--- config.mk ---
export PLATFORM = sky130hd
export DESIGN_NAME = ym_dac_deser
export DESIGN_NICKNAME = d
export VERILOG_FILES = /design/src/rtl/ym_audio_pkg.sv /design/src/rtl/ym_float_expand.sv /design/src/rtl/ym_dac_deser.sv
export SDC_FILE = /design/constraint.sdc
export NUM_CORES = 1
export LEC_CHECK = 0
export CORE_UTILIZATION = 34
export DETAILED_ROUTE_END_ITERATION = 8
export SYNTH_ARGS = -nofsm -noshare
export SYNTH_HDL_FRONTEND = slang
export SYNTH_HIERARCHICAL = 1
export SYNTH_SLANG_ARGS = --single-unit
--- constraint.sdc ---
create_clock -name clk -period 2.05 [get_ports clk]
set_input_delay 0.205 -clock clk [delete_from_list [all_inputs] [get_ports clk]]
set_output_delay 0.205 -clock clk [all_outputs]
set_load 0.1 [all_outputs]
--- src/rtl/ym_audio_pkg.sv ---
// Shared definitions for the YM floating-point DAC word format, used by both
// the serializer and deserializer sides.
package ym_audio_pkg;

    localparam int WORD_BITS   = 13;
    localparam int SAMPLE_BITS = 16;

    // Word layout: {sign, mantissa[8:0], exponent[2:0]}; sign=1 means positive.
    localparam int SIGN_POS = 12;
    localparam int MANT_MSB = 11;
    localparam int MANT_LSB = 3;
    localparam int EXP_MSB  = 2;
    localparam int EXP_LSB  = 0;

    typedef logic [WORD_BITS-1:0]   word_t;
    typedef logic [SAMPLE_BITS-1:0] sample_t;

endpackage

--- src/rtl/ym_float_expand.sv ---
// Combinational expansion of a 13-bit YM float word into a 16-bit two's
// complement sample; exponent 0 is treated as 1 and flagged.
module ym_float_expand
    import ym_audio_pkg::*;
(
    input  word_t   word,
    output sample_t sample,
    output logic    exp_zero
);

    logic [2:0]  expo;
    logic [2:0]  shamt;
    logic [14:0] field;

    always_comb begin
        expo     = word[EXP_MSB:EXP_LSB];
        exp_zero = (expo == 3'd0);
        shamt    = exp_zero ? 3'd0 : expo - 3'd1;
        field    = {6'b0, word[MANT_MSB:MANT_LSB]} << shamt;
        // Negative values are stored as the ones' complement of the magnitude field.
        if (!word[SIGN_POS]) begin
            field = ~field;
        end
        sample = {~word[SIGN_POS], field};
    end

endmodule

--- src/rtl/ym_dac_deser.sv ---
// Deserializer for the YM DAC serial float stream: shifts bits, latches a word on
// each SH1/SH2 falling edge and emits decoded left/right samples two clocks later.
module ym_dac_deser
    import ym_audio_pkg::*;
#(
    parameter int MIN_BITS = 13
) (
    input  logic    clk,
    input  logic    reset,
    input  logic    bit_en,
    input  logic    ser_data,
    input  logic    sh1,
    input  logic    sh2,
    output sample_t left_out,
    output sample_t right_out,
    output logic    left_valid,
    output logic    right_valid,
    output logic    frame_err
);

    logic [15:0] sr;
    logic [15:0] sr_next;
    logic [4:0]  bit_cnt;
    logic [5:0]  cnt_at_e;
    logic        sh1_q, sh2_q;
    logic        sh1_fall, sh2_fall, any_fall;
    logic        word_ok;

    word_t       word_q;
    logic        left_pend, right_pend;
    sample_t     dec_sample;
    logic        dec_exp_zero;

    always_comb begin
        sr_next  = bit_en ? ((sr << 1) | 16'(ser_data)) : sr;
        sh1_fall = sh1_q & ~sh1;
        sh2_fall = sh2_q & ~sh2;
        any_fall = sh1_fall | sh2_fall;
        // A bit arriving on the strobe edge itself belongs to the word being latched.
        cnt_at_e = {1'b0, bit_cnt} + {5'b0, bit_en};
        word_ok  = (cnt_at_e >= 6'(MIN_BITS));
    end

    ym_float_expand u_expand (
        .word     (word_q),
        .sample   (dec_sample),
        .exp_zero (dec_exp_zero)
    );

    always_ff @(posedge clk) begin
        // NOTE: reset is synchronous and checked first, so it overrides every
        // update below in the same cycle, including a pending pipeline stage.
        if (reset) begin
            sr          <= '0;
            bit_cnt     <= '0;
            sh1_q       <= 1'b0;
            sh2_q       <= 1'b0;
            word_q      <= '0;
            left_pend   <= 1'b0;
            right_pend  <= 1'b0;
            left_out    <= '0;
            right_out   <= '0;
            left_valid  <= 1'b0;
            right_valid <= 1'b0;
            frame_err   <= 1'b0;
        end else begin
            sr    <= sr_next;
            sh1_q <= sh1;
            sh2_q <= sh2;

            if (any_fall) begin
                bit_cnt <= {4'b0, bit_en};
            end else if (bit_en && bit_cnt != 5'd31) begin
                bit_cnt <= bit_cnt + 5'd1;
            end

            // Stage E: capture the word and which channels accept it.
            if (any_fall) begin
                word_q <= word_t'(sr_next);
            end
            left_pend  <= sh1_fall & word_ok;
            right_pend <= sh2_fall & word_ok;

            // Stage E+1: decode once, fan out to whichever channels are pending.
            left_valid  <= left_pend;
            right_valid <= right_pend;
            if (left_pend) begin
                left_out <= dec_sample;
            end
            if (right_pend) begin
                right_out <= dec_sample;
            end

            if ((any_fall && !word_ok) || ((left_pend || right_pend) && dec_exp_zero)) begin
                frame_err <= 1'b1;
            end
        end
    end

endmodule

* Yosys cells after proc, flatten, opt, wreduce, memory -nomap -nowiden
Cells that the tools add are included.
** Storage, ports and cells
- Register bits after elaboration :: 70
- Bits in latches :: 0
- Bits in writable memories :: 0
- ROM bits :: 0
- Bits of input ports :: 6
- Output and inout bits :: 35
- Word-level logic and storage cells :: 43
- Memories :: 0
** Cells by class
- Add/sub/neg operators :: 3
- $mul :: 0
- Divide/modulo/power cells :: 0
- $lt $le $gt $ge :: 1
- Equality and inequality tests :: 1
- Shift-type cells :: 1
- Multiplexer cells :: 5
- Bitwise operators :: 10
- Reduce and logical (&&, ||, !) cells :: 9
** Operator list (count)
- $mux 15 :: 1
- $not 15->15 :: 1
- $shl 9x3->15 :: 1
- $mux 13 :: 1
- $or 13x1->13 :: 1
- $add 5x1->6 :: 1
- $ge 6x4->1 const B :: 1
- $add 5x1->5 const B :: 1
- $ne 5x5->1 const B :: 1
- $and 1x1->1 :: 4
- $logic_and 1x1->1 :: 3
- $logic_not 3->1 :: 1
- $mux 3 :: 1
- $not 1->1 :: 3
- $sub 3x1->3 const B :: 1
- $logic_or 1x1->1 :: 2
- $mux 1 :: 2
- $reduce_bool 2->1 :: 1
- $reduce_or 2->1 :: 1
- $logic_not 1->1 :: 1
- $or 1x1->1 :: 1

* Logic depth before layout (Yosys ltp)
- Word-level depth :: 5
- Mapped depth :: 8
- Depth with buffers taken out :: 7

* Hierarchy
The synthesis kept the hierarchy.
** By module, submodules not included
- ym_dac_deser :: times used 1, cells each 236, area each 2628.8 sq um, sequential area each 1401.3 sq um
- ym_float_expand :: times used 1, cells each 86, area each 673.1 sq um, sequential area each 0.0 sq um

* Worst setup path before layout
OpenSTA, ideal clock, no wires.
- Path kind :: register -> register
- Start :: register bit_cnt[1]
- End :: register bit_cnt[3]
- Setup time :: 0.117 ns
- Data arrival time :: 1.470 ns
- Required time :: 1.933 ns
- Setup slack :: 0.463 ns
- Cell stages (with the launch flop) :: 8
- Path buffers :: 0
- Clock period less this slack :: 1.587 ns
- Path through :: dfxtp_1 > ha_1 > and3_2 > ha_1 > and2b_4 > nand4_1 > xor2_1 > nor2_1
** Between the ends
- Cells in the longest elaborated chain, start to end :: 2
** RTL lines
- start: declaration :: line ym_dac_deser.sv:23 : logic [4:0] bit_cnt;
- start signal: assignment :: line ym_dac_deser.sv:72 : bit_cnt <= {4'b0, bit_en};
- start signal: assignment :: line ym_dac_deser.sv:74 : bit_cnt <= bit_cnt + 5'd1;
- parallel branches: the longest is 2 deep, another holds $add 5x1->5
Several ways; the timed one is not identified.
A chain may end at the register's enable or synchronous reset.

* Worst setup path in the final report
- Start :: register word_q[0]
- End :: register right_out[6]
** Between the ends
- Cells in the longest elaborated chain, start to end :: 5
** RTL lines
- start: declaration :: line ym_dac_deser.sv:29 : word_t word_q;
- start signal: assignment :: line ym_dac_deser.sv:79 : word_q <= word_t'(sr_next);
- $sub 3x1->3 or $logic_not 3->1 (tied branches) :: line ym_float_expand.sv:18, ym_float_expand.sv:17
- $mux 3 (*) :: line ym_float_expand.sv:18 : shamt = exp_zero ? 3'd0 : expo - 3'd1;
- $shl 9x3->15 (*) :: line ym_float_expand.sv:19 : field = {6'b0, word[MANT_MSB:MANT_LSB]} << shamt;
- $not 15->15 :: line ym_float_expand.sv:22 : field = ~field;
- $mux 15 (*) :: line ym_float_expand.sv:21 : if (!word[SIGN_POS]) begin
- net dec_sample[6] :: line ym_dac_deser.sv:31 : sample_t dec_sample;
- end signal: assignment :: line ym_dac_deser.sv:91 : right_out <= dec_sample;
- end: declaration :: line ym_dac_deser.sv:15 : output sample_t right_out,
Mark *: on every way through the listed nets, which the timed path passes. The rest lies on a longest branch.

==> results.md <==
* Final Hold Slack at 0.304 ns
* Rel. slew slack at 68.7%
* Final Util at 41.9%
* Final-report setup violation count at 0
* Std cell rows at 35
* Share of cells above drive strength 1 at 25.8%
* Antenna violations before repair at 0
* Minimum clock period at 1.85 ns
* Unique cell type count in the Yosys netlist at 57
* Crit path launch type: flip-flop
* R2R Path Start: word_q[0]
* Slowest cell on the critical path: dfxtp_1
* Post-Layout Cell Count at 494
* Critical Path, Cell by Cell: buf_4, mux2_4, a22oi_2, mux2i_1, xnor2_1, mux2i_1, nor2_1
* Area Overhead vs Synth at 18.3%
* Clock Path Buffers at 2
* Syn Std Cell Area at 3300 µm²
* Most used flip-flop cell after synthesis: dfxtp_1
* Synth Instances at 322
* Total negative setup slack at 0 ns
* IO buf count at 40
* Pwr Density at 744 nW/µm²
* Clock tree from TritonCTS: done
* Clk Latency, worst-skew pair at 0.34 ns
* Leak at 1.56 nW
* Setup skew after layout at 0.00968 ns
* Yosys reg bits at 70
* Crit-path max cell delay at 0.53 ns
* Crit path kind: reg2reg
* RSZ-0062 raised after global routing: false
* Clock Sinks at 70
* Slew @ Worst Pin at 0.470 ns
* Arr. time, crit path at 2.07 ns
* DP Wirelength at 4570 µm
* Pre-CTS setup slack at 0.132 ns
* Full die area at 10100 µm²
* Core area at 9330 µm²
* Chip width at 101 µm
* GRT Util Overall at 13.7%
* Max-cap violations at 0
* Hold_buf cts at 0
* First-pass GRT wire length at 10900 µm
* Io pins at 41
* Avg Cell Area, Syn at 10.3 µm²
* Tcrit/Tclk final at 90.3%
* Crit path required time at 2.26 ns
* Ys async rst share at 0%
* Tot Pwr at 2.91 mW
* DR WL/cell at 13.0 µm
* Detail Route Antenna Nets at 0
* First DRT Iteration DRCs at 46
* Grt total ovfl at 0
* Final #Nets at 370
* Worst-path clk slew at 0.07 ns
* Synth top area share at 42.4%
* Fmax at 540 MHz
* Vias per std cell at 4.67
* Initial core utilization at 35.4%
* H-tree levels at 3
* CP startpoint: word_q[0]
* Hold Path Class: in2reg
* Post-synthesis sequential area ratio at 42.4%
* DR vias at 2309
* Hold Crit Start: reset
* R2R setup slack at 0.20 ns
* Syn_nets at 332
* Status: finished, final reports clean
* Final WS setup at 0.198 ns
* Largest net degree at the start of global routing at 34
* Post-DP Area at 3700 µm²
* Design area at 3910 µm²
* Area contributors post-synth: dfxtp_1 (42%), mux2i_1 (16%), nor2_1 (5.8%)
* TritonCTS Buffers at 9
* Final wirelength at 6440 µm
* Worst Path Buf+Inv at 1
* Post-CTS setup buffer count at 0
* Clock Root Buffer: clkbuf_8
* Most used cell along the critical path: mux2i_1
* Peak VDD IR at 0.000382 V
* YS warnings at 6
* Fin. max-slew vios at 0
* CP Max Fanout at 9
* Largest area contributor in the netlist: dfxtp_1
* Post-synth EDFFs at 0
* DRC at 0
* Vias in the first global route at 2241
* Pre-Repair DR Iteration Count at 4
* CP top delay family: multiplexers
* Worst Setup End Kind: flip-flop
* Gpl congestion at 0.849
* Final hold violations at 0
* Die extent in y at 101 µm
* N_diodes at 0
* Post-placement cell count at 478
[final timing paths]
path                                endpoint  cells after the start
worst max-delay path            right_out[6]                      7
worst min register to register   left_out[3]                      2
worst max register to register  right_out[6]                      7
worst min-delay path            right_out[6]                      2
[registers in the layout (all words and copies together), names as in the netlist]
signal       count
left_out        16
left_pend        1
left_valid       1
right_pend       1
frame_err        1
sh2_q            1
bit_cnt          5
sr              13
right_valid      1
sh1_q            1
word_q          13
right_out       16
[worst reg2reg max path, delay by kind of cell (launching register included)]
| kind | cells | cell delay [ns] |
|---|---|---|
| flops | 1 | 0.53 |
| xor+xnor | 1 | 0.16 |
| simple gates | 1 | 0.05 |
| mux | 3 | 0.59 |
| compound gates | 1 | 0.16 |
| buf+inv | 1 | 0.24 |
[per-layer routing]
| layer | part of all wire (%) | vias up | global-route usage [%] |
|---|---|---|---|
| met5 | 0 | - | 0 |
| met4 | 0.90 | 0 | 5.35 |
| met3 | 3.6 | 5 | 3.81 |
| met2 | 44 | 34 | 20.8 |
| met1 | 52 | 1069 | 18.4 |
| li1 | - | 1201 | - |
[cell usage in the layout (no fill, tap or decap), drive strengths merged, types with 5 or more instances in the layout]
cell    netlist  final
dfxtp        70     70
clkbuf        0     13
mux2i        54     54
xnor2        15     15
nor2b         9      9
o22a         13     13
a31oi         7      7
buf          25     48
inv           5      5
nor2         60     60
[cell usage after synthesis, types with 3 or more instances]
cell type	number
a31oi_1	6
mux2i_1	54
dfxtp_1	70
nor2_2	9
xnor2_1	15
ha_1	4
o22a_1	13
buf_6	6
inv_1	3
o21ai_0	3
nand2b_4	3
nor3_1	3
nor2b_1	8
a22oi_2	3
nor2_1	51
nand2_1	3
buf_2	12
buf_4	5
[cells by family (layout without fill, tap and decap cells)]
family | after synthesis | in the layout | synth area share, %
xor+xnor | 17 | 17 | 4.51
flops | 70 | 70 | 42.4
buf+inv | 30 | 73 | 6.14
compound gates | 49 | 49 | 12.5
simple gates | 94 | 94 | 15.0
mux | 58 | 58 | 18.0
fa+ha+maj | 4 | 4 | 1.52
[final cells by class]
class                      count  area [µm²]
multi-input combinational    222        1700
tap                          129         161
sequential                    70        1400
fill                         931        5420
clock inverter                 3        42.5
inverter                       5        18.8
timing repair buffer          52         423
clock buffer                  13         159
[where the power goes]
group | switching (mW) | internal (mW) | leakage, nW
clock network | 0.493 | 0.628 | 0.0996
registers | 0.0386 | 1.39 | 0.568
logic | 0.193 | 0.166 | 0.896
[repair_timing]
item / 4_1_cts / 5_1_grt
endpoints found under the setup margin: 0 / 1
hold endpoints to repair: 0 / 0
resized for setup: 0 / 1
Power figures use the tool's default switching activity.
